File: src/rtl/video_rect_fill_engine.sv
// Rectangle-fill bus master: clips a CPU-programmed rectangle to the screen and
// writes one colour word per granted cycle into the frame-buffer region.
module video_rect_fill_engine #(
    parameter int unsigned DW   = 9,
    parameter int unsigned HMAX = 640,
    parameter int unsigned VMAX = 480
) (
    input  logic        clk,
    input  logic        reset,
    input  logic        cs,
    input  logic        write,
    input  logic        read,
    input  logic [4:0]  addr,
    input  logic [31:0] wr_data,
    output logic [31:0] rd_data,
    output logic        bus_req,
    input  logic        bus_gnt,
    output logic        video_cs,
    output logic        video_wr,
    output logic [20:0] video_addr,
    output logic [31:0] video_wr_data,
    output logic        done_irq
);

    localparam int unsigned CW = 11;
    localparam int unsigned AW = 20;
    localparam int unsigned PW = 19;

    typedef enum logic [1:0] {S_IDLE, S_SETUP, S_RUN, S_DONE} state_t;

    state_t          state_q, state_d;
    logic [CW-1:0]   x0_q, x0_d, y0_q, y0_d, x1_q, x1_d, y1_q, y1_d;
    logic [CW-1:0]   xe_q, xe_d, ye_q, ye_d, cx_q, cx_d, cy_q, cy_d;
    logic [DW-1:0]   colour_q, colour_d;
    logic [AW-1:0]   row_base_q, row_base_d;
    logic [PW-1:0]   pix_cnt_q, pix_cnt_d;
    logic [20:0]     video_addr_q, video_addr_d;
    logic [31:0]     video_wr_data_q, video_wr_data_d;
    logic            bus_act_q, bus_act_d;
    logic            busy_q, busy_d;
    logic            done_q, done_d;

    logic            cfg_wr_c, busy_c, start_c, abort_c, empty_c;
    logic            accept_c, row_end_c, last_c;
    logic [CW-1:0]   xe_c, ye_c;
    logic [AW-1:0]   row_base_init_c;
    logic            unused_c;

    assign unused_c = ^{read, wr_data};

    assign cfg_wr_c  = cs && write;
    assign busy_c    = (state_q == S_SETUP) || (state_q == S_RUN);
    assign start_c   = cfg_wr_c && (addr == 5'd3) && wr_data[0];
    assign abort_c   = cfg_wr_c && (addr == 5'd3) && wr_data[1];
    assign xe_c      = (x1_q > CW'(HMAX - 1)) ? CW'(HMAX - 1) : x1_q;
    assign ye_c      = (y1_q > CW'(VMAX - 1)) ? CW'(VMAX - 1) : y1_q;
    assign empty_c   = (x0_q > xe_c) || (y0_q > ye_c) ||
                       (x0_q >= CW'(HMAX)) || (y0_q >= CW'(VMAX));
    assign accept_c  = (state_q == S_RUN) && bus_gnt;
    assign row_end_c = (cx_q == xe_q);
    assign last_c    = row_end_c && (cy_q == ye_q);

    // y0*HMAX without a multiplier for the 640-wide screen (512 + 128)
    assign row_base_init_c = (HMAX == 640) ?
                             (AW'(y0_q) << 9) + (AW'(y0_q) << 7) :
                             AW'(y0_q) * AW'(HMAX);

    // State register
    always_ff @(posedge clk) begin
        if (reset) state_q <= S_IDLE;
        else       state_q <= state_d;
    end

    // Next-state logic
    always_comb begin
        state_d = state_q;
        case (state_q)
            S_IDLE:  if (start_c) state_d = S_SETUP;
            S_SETUP: begin
                if (abort_c)      state_d = S_IDLE;
                else if (empty_c) state_d = S_DONE;
                else              state_d = S_RUN;
            end
            S_RUN: begin
                if (abort_c)               state_d = S_IDLE;
                else if (accept_c && last_c) state_d = S_DONE;
            end
            S_DONE:  state_d = S_IDLE;
            default: state_d = S_IDLE;
        endcase
    end

    // Output and datapath next values
    always_comb begin
        x0_d            = x0_q;
        y0_d            = y0_q;
        x1_d            = x1_q;
        y1_d            = y1_q;
        xe_d            = xe_q;
        ye_d            = ye_q;
        cx_d            = cx_q;
        cy_d            = cy_q;
        colour_d        = colour_q;
        row_base_d      = row_base_q;
        pix_cnt_d       = pix_cnt_q;
        video_addr_d    = video_addr_q;
        video_wr_data_d = video_wr_data_q;
        done_d          = done_q;

        if (cfg_wr_c && !busy_c) begin
            case (addr)
                5'd0: begin x0_d = wr_data[10:0]; y0_d = wr_data[26:16]; end
                5'd1: begin x1_d = wr_data[10:0]; y1_d = wr_data[26:16]; end
                5'd2: colour_d = wr_data[DW-1:0];
                default: ;
            endcase
        end

        case (state_q)
            S_IDLE: begin
                if (start_c) begin
                    done_d    = 1'b0;
                    pix_cnt_d = '0;
                end
            end
            S_SETUP: begin
                xe_d            = xe_c;
                ye_d            = ye_c;
                cx_d            = x0_q;
                cy_d            = y0_q;
                row_base_d      = row_base_init_c;
                video_addr_d    = {1'b1, row_base_init_c + AW'(x0_q)};
                video_wr_data_d = 32'(colour_q);
            end
            S_RUN: begin
                if (accept_c) begin
                    pix_cnt_d = pix_cnt_q + PW'(1);
                    if (row_end_c) begin
                        cx_d         = x0_q;
                        cy_d         = cy_q + CW'(1);
                        row_base_d   = row_base_q + AW'(HMAX);
                        video_addr_d = {1'b1, row_base_q + AW'(HMAX) + AW'(x0_q)};
                    end else begin
                        cx_d         = cx_q + CW'(1);
                        video_addr_d = video_addr_q + 21'd1;
                    end
                end
            end
            default: ;
        endcase

        bus_act_d = (state_d == S_RUN);
        busy_d    = (state_d == S_SETUP) || (state_d == S_RUN);
        if (state_d == S_DONE) done_d = 1'b1;
    end

    // Datapath and output registers
    always_ff @(posedge clk) begin
        if (reset) begin
            x0_q            <= '0;
            y0_q            <= '0;
            x1_q            <= '0;
            y1_q            <= '0;
            xe_q            <= '0;
            ye_q            <= '0;
            cx_q            <= '0;
            cy_q            <= '0;
            colour_q        <= '0;
            row_base_q      <= '0;
            pix_cnt_q       <= '0;
            video_addr_q    <= '0;
            video_wr_data_q <= '0;
            bus_act_q       <= 1'b0;
            busy_q          <= 1'b0;
            done_q          <= 1'b0;
        end else begin
            x0_q            <= x0_d;
            y0_q            <= y0_d;
            x1_q            <= x1_d;
            y1_q            <= y1_d;
            xe_q            <= xe_d;
            ye_q            <= ye_d;
            cx_q            <= cx_d;
            cy_q            <= cy_d;
            colour_q        <= colour_d;
            row_base_q      <= row_base_d;
            pix_cnt_q       <= pix_cnt_d;
            video_addr_q    <= video_addr_d;
            video_wr_data_q <= video_wr_data_d;
            bus_act_q       <= bus_act_d;
            busy_q          <= busy_d;
            done_q          <= done_d;
        end
    end

    assign bus_req       = bus_act_q;
    assign video_cs      = bus_act_q;
    assign video_wr      = bus_act_q;
    assign video_addr    = video_addr_q;
    assign video_wr_data = video_wr_data_q;
    assign done_irq      = done_q;
    assign rd_data       = {11'b0, pix_cnt_q, done_q, busy_q};

endmodule

File: config.mk
export PLATFORM = sky130hd
export DESIGN_NAME = video_rect_fill_engine
export DESIGN_NICKNAME = d
export VERILOG_FILES = /design/src/rtl/video_rect_fill_engine.sv
export SDC_FILE = /design/constraint.sdc
export NUM_CORES = 1
export LEC_CHECK = 0
export BUFFER_PORTS_ARGS = -buffer_cell sky130_fd_sc_hd__buf_4
export CAP_MARGIN = 40
export CORE_ASPECT_RATIO = 2
export CORE_MARGIN = 1.5
export CORE_UTILIZATION = 23
export DETAILED_ROUTE_END_ITERATION = 7
export GPL_TIMING_DRIVEN = 0
export PLACE_DENSITY = 0.48
export SLEW_MARGIN = 5
export SYNTH_ARGS = -nofsm -noshare
export SYNTH_HDL_FRONTEND = slang
export SYNTH_SLANG_ARGS = --single-unit
File: constraint.sdc
create_clock -name clk -period 2.5 [get_ports clk]
set_input_delay 0.25 -clock clk [delete_from_list [all_inputs] [get_ports clk]]
set_output_delay 0.25 -clock clk [all_outputs]
set_load 0.005 [all_outputs]
==> metrics <==
non-filler instance count after layout between 1.5k and 2k; drt via density about 5; die height between 200 and 300 µm; total number of vias roughly 9.5k; Hold Fails Final Rpt 0; CTS Hold Bufs 0; Worst VDD drop slightly below 400 µV; detailed-route DRC error count 0; total CTS buffers 17; Syn-to-layout area delta 32.31%; Worst Hold Class in -> reg; Synth area leader dfxtp_1; All-Layer GR Usage 17.33%; total power per unit cell area between 700 and 800 mW/mm²; CTS tree done; worst skew pair latency between 0.4 and 0.5 ns; dominant cells by area after synthesis dfxtp_1 34%, nand2_1 6.8%, ha_1 6.3%; Period minus WS final 2.952 ns; Synth top area share about a third; share of cells above drive strength 1 between 20% and 30%; largest net degree at the start of global routing 17; ANT nets after route 0; Hold WS 0.04112 ns; initial antenna violation count 0; die span in x 147.9 µm; CP endpoint kind flop; Worst-path clk slew 0.07 ns; Netlist cell types 80; RSZ-0062 raised after global routing true; placed cell count 1,882; final setup margin -0.4521 ns; startpoint types flop; critical path type reg -> reg; Slew HR just over 40%; Worst Path Required 2.87 ns; die area between 0.04 and 0.05 mm²; fin crit share 118.1%; final net count around 1.5k; global-route wire length before repair 55.98 mm; Mapped Cells 1,217; Ys Warns 0; Starting Density a little under a quarter; endpoints failing setup 9; IO Port Bufs 86; worst-margin pin slew between 0.8 and 0.9 ns; core area ~0.042 mm²; DPL Wire Length about 29 mm; fmax ~340 MHz; clk buf depth 2; Ant. Diodes 0; Synth Register Bits 164; Avg WL per Cell ~19 µm; Root Buffer clkbuf_16; Seq/Total Area, Yosys approximately 34%; Avg Inst Size Synth approximately 7.9 µm²; clk_skew approximately 0.014 ns; H-Tree Depth 4; Post-Syn Area between 0.009 and 0.01 mm²; status complete, but fails checks; # rows about 110; vias in the first global route ~9.6k; fin. max-slew vios 0; CP arrival ~3.3 ns; Top Ports 132; routability cong. approximately 0.87; DR pass1 iterations 4; initial DRC count between 400 and 500; routed wire length approximately 37 mm; Remaining Overflow, GRT 0; Most used DFF post-synth dfxtp_1; P_leak 4.849 nW; Clock Sinks around 160; failing checks negative setup slack; number of synthesized flops with an enable pin 0; Post-synth ARST share 0%; Max Cap Viol 0; crit-path max FO 5
## sequential cells by signal (all words and copies together), names as in the netlist
name / count
bus_req: 1
busy_q: 1
colour_q: 9
cx_q: 11
cy_q: 11
done_irq: 1
pix_cnt_q: 19
row_base_q: 13
state_q: 2
video_addr: 21
video_wr_data: 9
x0_q: 11
x1_q: 11
xe_q: 11
y0_q: 11
y1_q: 11
ye_q: 11
## timing repair
item	CTS	global route
endpoints found under the hold margin	0	0
resized for setup	113	55
buffers inserted	23	11
pin swaps	35	27
endpoints found under the setup margin	69	58
## routing by layer
layer	wire length [µm]	global-route usage, %	vias to the layer above
met4	2834	12.17	0
met3	1409	2.757	121
met5	0	0	-
li1	-	-	4565
met1	12090	15.14	4497
met2	20940	34.75	308
## placed cells by master (no fill, tap or decap), types with 7 or more instances in the layout
master / instances
o211ai_1: 7
and2_1: 8
buf_2: 10
dfxtp_1: 144
nor2_1: 131
clkbuf_1: 27
xor2_1: 31
nor3_1: 16
nand4_1: 21
mux2i_1: 24
a21oi_1: 97
a21o_1: 7
ha_4: 8
ha_1: 38
o21ai_0: 39
or3_1: 7
a211oi_1: 33
a22oi_1: 11
nor2_2: 10
xnor2_1: 45
a31oi_1: 7
dfxtp_2: 14
inv_1: 19
and3_1: 14
clkbuf_16: 17
conb_1: 37
nand2_1: 173
nand3_1: 33
clkbuf_2: 14
buf_4: 153
o31ai_1: 13
## kinds of logic after synthesis
family          after synthesis  synth area share (%)
buf+inv                     121                 6.320
other cells                   2               0.07773
simple gates                474                 22.49
xor+xnor                     85                 7.783
fa+ha+maj                    51                 6.760
flops                       164                 33.98
compound gates              294                 19.88
mux                          26                 2.707
## critical path, cell delays in order (launching register included)
cell	delay, ns
dfxtp_2	0.35
nand4_1	0.10
nand2_2	0.16
buf_6	0.14
nor2_4	0.04
ha_4	0.16
a2111oi_4	0.36
o221ai_2	0.21
a221oi_4	0.45
o21ai_4	0.11
nor3_2	0.28
a21o_1	0.17
ha_4	0.13
nor2b_4	0.20
## area by class of cell
cell class / instances / area [µm²]
Sequential cell: 164 / 3323
Multi-Input combinational cell: 967 / 6595
Timing Repair Buffer: 121 / 932.1
Fill cell: 4487 / 28860
Clock inverter: 14 / 185.2
Clock buffer: 18 / 439.2
Tap cell: 540 / 675.6
Inverter: 19 / 71.32
Buffer: 98 / 561.8
## path summary, 6_finish.rpt
kind	from	end	slack, ns	depth (start not counted)
worst max-delay path	y1_q[6]$_SDFFE_PP0P_	bus_req$_SDFF_PP0_	-0.45	13
worst min-delay path	wr_data[21]	y0_q[5]$_SDFFE_PP0P_	0.04	3
worst max register to register	y1_q[6]$_SDFFE_PP0P_	bus_req$_SDFF_PP0_	-0.45	13
worst min register to register	x1_q[4]$_SDFFE_PP0P_	x1_q[4]$_SDFFE_PP0P_	0.46	2
## per-stage QoR
stage	power, mW	TNS (ns)	util (%)	cell area (µm²)	setup WS, ns
after floorplan	5.458	-0.1028	-	9876	-0.05856
after global routing	10.59	-3.003	30.70	12780	-0.5069
after global placement	6.841	-32.92	26.89	11200	-1.069
final	10.10	-1.941	30.70	12780	-0.4521
after detailed placement	6.867	-24.80	26.98	11240	-1.078
after CTS	10.01	-2.358	30.01	12500	-0.4391
## cells in the mapped netlist (19+ instances only)
cell type,number
dfxtp_1,164
inv_1,19
xnor2_1,51
o21ai_0,42
nand2_1,176
nand3_1,37
buf_4,38
a211oi_1,39
xor2_1,33
nor3_1,20
nand4_1,21
ha_1,49
a21oi_1,107
mux2i_1,25
nor2_1,145
clkbuf_1,47
## where the power goes
part           internal (mW)  total (mW)  switching (mW)  leakage, nW
Clock                   1.63        2.90            1.27        0.303
Sequential              2.87        3.16           0.295         1.34
Combinational           1.49        4.04            2.55         3.21
Total                   5.98        10.1            4.11         4.85
Power figures use the tool's default switching activity.
